$ cat src/rtl/mouse_pkg.sv
// Shared types and constants for the mouse button conditioning front end.
package mouse_pkg;

  typedef enum logic [1:0] {
    IDLE,
    PRESS_WAIT,
    HELD,
    RELEASE_WAIT
  } debounce_state_t;

  localparam int DEFAULT_STABLE_CYCLES = 4;
  localparam int PRESS_COUNT_W         = 8;

endpackage

$ cat src/rtl/mouse_debouncer_sync2.sv
// Single-bit two-flop synchroniser bringing an asynchronous level into the clock domain.
module sync2 (
  input  logic clock,
  input  logic reset_,
  input  logic d,
  output logic q
);

  logic meta_d, meta_q;
  logic sync_d, sync_q;

  always_comb begin
    meta_d = d;
    sync_d = meta_q;
  end

  always_ff @(posedge clock or negedge reset_) begin
    if (!reset_) begin
      meta_q <= 1'b0;
      sync_q <= 1'b0;
    end else begin
      meta_q <= meta_d;
      sync_q <= sync_d;
    end
  end

  assign q = sync_q;

endmodule

$ cat src/rtl/mouse_debouncer.sv
// Synchronises and debounces the raw mouse button, emitting press/release pulses,
// the debounced level and a wrapping press counter.
module mouse_debouncer
  import mouse_pkg::*;
#(
  parameter int STABLE_CYCLES = DEFAULT_STABLE_CYCLES,
  parameter int CNT_W         = $clog2(STABLE_CYCLES)
) (
  input  logic                     clock,
  input  logic                     reset_,
  input  logic                     button_raw,
  input  logic                     enable,
  output logic                     mouse_pressed_,
  output logic                     mouse_released,
  output logic                     mouse_level,
  output logic [PRESS_COUNT_W-1:0] press_count
);

  localparam logic [CNT_W-1:0] CNT_LAST = CNT_W'(STABLE_CYCLES - 1);

  logic                     sync_q;
  debounce_state_t          state_d, state_q;
  logic [CNT_W-1:0]         cnt_d, cnt_q;
  logic                     pressed_d, pressed_q;
  logic                     released_d, released_q;
  logic                     level_d, level_q;
  logic [PRESS_COUNT_W-1:0] count_d, count_q;
  logic                     accept_press, accept_release;

  sync2 u_sync2 (
    .clock  (clock),
    .reset_ (reset_),
    .d      (button_raw),
    .q      (sync_q)
  );

  always_comb begin
    state_d        = state_q;
    cnt_d          = cnt_q;
    accept_press   = 1'b0;
    accept_release = 1'b0;
    case (state_q)
      IDLE: begin
        if (sync_q) begin
          state_d = PRESS_WAIT;
          cnt_d   = CNT_W'(1);
        end
      end
      PRESS_WAIT: begin
        if (!sync_q) begin
          state_d = IDLE;
          cnt_d   = '0;
        end else if (cnt_q == CNT_LAST) begin
          state_d      = HELD;
          cnt_d        = '0;
          accept_press = 1'b1;
        end else begin
          cnt_d = cnt_q + CNT_W'(1);
        end
      end
      HELD: begin
        if (!sync_q) begin
          state_d = RELEASE_WAIT;
          cnt_d   = CNT_W'(1);
        end
      end
      RELEASE_WAIT: begin
        // A return to 1 mid-count is treated as bounce on the held button.
        if (sync_q) begin
          state_d = HELD;
          cnt_d   = '0;
        end else if (cnt_q == CNT_LAST) begin
          state_d        = IDLE;
          cnt_d          = '0;
          accept_release = 1'b1;
        end else begin
          cnt_d = cnt_q + CNT_W'(1);
        end
      end
      default: begin
        state_d = IDLE;
        cnt_d   = '0;
      end
    endcase

    // Suppressed pulses are dropped outright, never deferred or counted.
    pressed_d  = accept_press & enable;
    released_d = accept_release & enable;
    level_d    = (state_d == HELD) || (state_d == RELEASE_WAIT);
    count_d    = count_q + PRESS_COUNT_W'(pressed_d);
  end

  always_ff @(posedge clock or negedge reset_) begin
    if (!reset_) begin
      state_q    <= IDLE;
      cnt_q      <= '0;
      pressed_q  <= 1'b0;
      released_q <= 1'b0;
      level_q    <= 1'b0;
      count_q    <= '0;
    end else begin
      state_q    <= state_d;
      cnt_q      <= cnt_d;
      pressed_q  <= pressed_d;
      released_q <= released_d;
      level_q    <= level_d;
      count_q    <= count_d;
    end
  end

  assign mouse_pressed_ = pressed_q;
  assign mouse_released = released_q;
  assign mouse_level    = level_q;
  assign press_count    = count_q;

endmodule

$ cat config.mk
export PLATFORM = sky130hd
export DESIGN_NAME = mouse_debouncer
export DESIGN_NICKNAME = d
export VERILOG_FILES = /design/src/rtl/mouse_pkg.sv /design/src/rtl/mouse_debouncer_sync2.sv /design/src/rtl/mouse_debouncer.sv
export SDC_FILE = /design/constraint.sdc
export NUM_CORES = 1
export LEC_CHECK = 0
export BUFFER_PORTS_ARGS = -buffer_cell sky130_fd_sc_hd__buf_4
export CAP_MARGIN = 20
export CORE_UTILIZATION = 45
export CTS_CLUSTER_SIZE = 25
export DETAILED_ROUTE_END_ITERATION = 8
export GPL_ROUTABILITY_DRIVEN = 1
export PLACE_DENSITY_LB_ADDON = 0.3
export SYNTH_ARGS = -nofsm -noshare
export SYNTH_HDL_FRONTEND = slang
export SYNTH_HIERARCHICAL = 1
export SYNTH_SLANG_ARGS = --single-unit
export TNS_END_PERCENT = 50
$ cat constraint.sdc
create_clock -name clock -period 1.5 [get_ports clock]
set_input_delay 0.15 -clock clock [delete_from_list [all_inputs] [get_ports clock]]
set_output_delay 0.15 -clock clock [all_outputs]
set_load 0.01 [all_outputs]
==> qor.csv <==
stage,metric,value,unit
status,outcome,"finished, violations left",
setup_path,crit_fanout,3,
cts,cts_buffers,3,
logic_synthesis,yosys.area.top_type_share,64.39,%
pwr,swShare,29.23,%
pwr,power.switching,0.3335,mW
cts,cts_sinks,17,
pwr,p_seq_share,50.4,%
cts,htreeDepth,1,
global_routing,grt_pass1_vias,381,
pwr,p_comb_share,28.3,%
setup_path,critPathKind,flip-flop to flip-flop,
timing,drv_slew,0,
timing,worst_slack,-0.1155,ns
cts,cts-root-buf,clkbuf_4,
die,die_w,40.32,µm
pwr,p_int,0.8074,mW
cells_and_area,multi_input_area,284.0,µm²
setup_path,cp.arrival,1.84,ns
pwr,p_leak,0.4652,nW
logic_synthesis,synth_edf_count,0,
logic_synthesis,synth_ff_type,dfrtp_1,
global_routing,grt_max_degree,18,
die,die_h,40.32,µm
timing,hold_violations,0,
detailed_routing,detailedRoute.firstIterationViolations,4,
logic_synthesis,yosys_warnings,6,
logic_synthesis,synthTopCellsByCount,"17 x dfrtp_1, 5 x nand2_1, 4 x a21oi_1, 4 x ha_1, 4 x xnor2_1",
cells_and_area,syn2layout_area_growth,42.99,%
detailed_routing,viasPerCell,4.872,
global_routing,track_usage,15.98,%
placement,dp.cells,85,
placement,gp_routability_congestion,0.6839,
logic_synthesis,synth_seq_cells,17,
detailed_routing,avgRoutedWirePerCell,11.55,µm
global_routing,antenna_found_initial,0,
logic_synthesis,synth_nets,59,
cts,clkLatencyLatePin,0.30,ns
timing,setup_viol,6,
cts,cts_tree,yes,
detailed_routing,drtAntennaViolNets,0,
die,ios,15,
logic_synthesis,synth_area,660.6,µm²
status,violations,negative setup slack,
die,core-area,1334,µm²
timing,finalCritPeriodShare,107.7,%
cells_and_area,nNetsFinal,88,
worst_hold_path,hp-class,input port to asynchronous set/reset pin,
setup_path,crit_required,1.73,ns
logic_synthesis,async_flop_share,100.0,%
logic_synthesis,synth_area_leaders,"dfrtp_1 64%, ha_1 7.6%, xnor2_1 5.3%, xor2_1 4.0%, a21oi_1 3.0%",
cells_and_area,nFillCells,104,
pwr,vdd_drop_max,0.7400,mV
timing,fmax,619.0,MHz
pwr,pwr-share-clk,21.3,%
timing,fin_crit,1.616,ns
logic_synthesis,yosysSeqAreaShare,64.39,%
die,initial_core_util,49.53,%
placement,dp_hpwl,723.4,µm
logic_synthesis,synth_top_area_cell,dfrtp_1,
pwr,power_density,1208,nW/µm²
global_routing,grt_overflow,0,
cts,cts_buffer_depth,2,
logic_synthesis,ys_types,15,
timing,slew_headroom,77.64,%
logic_synthesis,synth.avg_cell_area,12.95,µm²
placement,portBuffers,14,
timing,rsz0062_at_grt,true,
detailed_routing,routed_wl,1.086,mm
cts,clkTransAtPathRegs,0.10,ns
logic_synthesis,yosysMostFrequentCell,dfrtp_1,
detailed_routing,vias,458,
die,fp-row-count,13,
pwr,p_total,1.141,mW
flow_run,maxCapViolCount,0,
setup_path,cp-end-kind,flip-flop,
die,die_area,1625,µm²
global_routing,grt_pass1_wl,1.600,mm
timing,tightest_slew,0.3330,ns
cells_and_area,drive_gt1_share,45.57,%
cells_and_area,regArea,425.4,µm²
logic_synthesis,syn_inst,51,
cells_and_area,finalNonFillerCells,94,
timing,skew,0.009816,ns
setup_path,startpoint_type,flip-flop,
detailed_routing,drc_errors,0,
detailed_routing,drt_pass1_iterations,3,
cells_and_area,n_antenna_cell,0,
[kinds of logic after synthesis]
kind of cell	synth area share, %
AND/OR/NAND/NOR	13.07
flip-flops	64.39
buffers and inverters	0.5676
AO/OA/AOI/OAI	5.115
adder cells (fa/ha/maj)	7.576
XOR/XNOR	9.280
[power groups by stage]
stage                     clock network, mW  registers (mW)  logic (mW)
after global placement                    0           0.579       0.300
after floorplan                           0           0.609       0.122
after detailed placement                  0           0.583       0.310
after global routing                  0.272           0.582       0.375
after CTS                             0.254           0.574       0.323
final                                 0.243           0.575       0.322
[cell type report]
| cell class | instances | area share, % |
|---|---|---|
| inverters | 1 | 0.3974 |
| clock buffers | 3 | 2.384 |
| repair buffers | 24 | 19.60 |
| flip-flops and latches | 17 | 45.03 |
| multi-input cells | 33 | 30.07 |
| clock inverters | 1 | 0.5298 |
| well taps | 15 | 1.987 |
[metrics by stage]
stage	utilization, %	cell area (µm²)	hold slack [ns]	setup TNS, ns	setup slack, ns
after floorplan	-	698.2	-0.1456	-0.05509	-0.01671
after global placement	64.45	859.6	0.02166	-0.2045	-0.06658
after detailed placement	64.45	859.6	0.02600	-0.3379	-0.09599
after CTS	69.14	922.1	0.2015	-0.3797	-0.1131
after global routing	70.83	944.7	0.2509	-0.9409	-0.2132
final	70.83	944.7	0.2385	-0.4369	-0.1155
[layout by cell type, fill, tap and decap left out, drive strengths merged]
master	count
a21oi	4
and3	1
buf	22
clkbuf	3
clkinv	1
dfrtp	17
dlygate4sd3	2
ha	4
inv	1
nand2	5
nand3	4
nor2	3
nor3	1
nor3b	2
o21a	1
o22ai	1
xnor2	4
xor2	3
[what timing repair did]
item,4_1_cts,5_1_grt
hold buffers,2,0
pin swaps,4,4
endpoints found under the setup margin,6,6
gates resized for setup,0,3
endpoints found under the hold margin,18,0
setup buffers,2,1
[state kept, by name, summed over array words and instances, names as in the netlist]
name and flops:
mouse_pressed_ 1, state_q 2, u_sync2/q 1, press_count 8
mouse_released 1, mouse_level 1, cnt_q 2, u_sync2/meta_q 1
[routing by layer]
metal | track usage [%] | routed length, µm
met5 | 0 | 0
met4 | 15.00 | 40
met2 | 20.16 | 455
met1 | 22.22 | 533
met3 | 3.333 | 56
[critical path: stages (launching register included)]
cell and delay (ns):
dfrtp_1 0.37, ha_2 0.19, nand3_2 0.09, nor3b_2 0.23, ha_2 0.27, nand3_4 0.12
nor3_2 0.14, xor2_1 0.15
[final timing paths]
| kind | from | to | slack, ns | cells past startpoint |
|---|---|---|---|---|
| max in group asynchronous | reset_ | press_count[0] | 1.07 | 2 |
| max | cnt_q[1] | press_count[7] | -0.12 | 7 |
| min | reset_ | mouse_level | 0.24 | 2 |
| min reg2reg | u_sync2/meta_q | u_sync2/q | 0.36 | 0 |
| max reg2reg | cnt_q[1] | press_count[7] | -0.12 | 7 |
| min in group clock | enable | mouse_pressed_ | 0.26 | 4 |
Note: power is estimated with default switching activity, not from simulation.
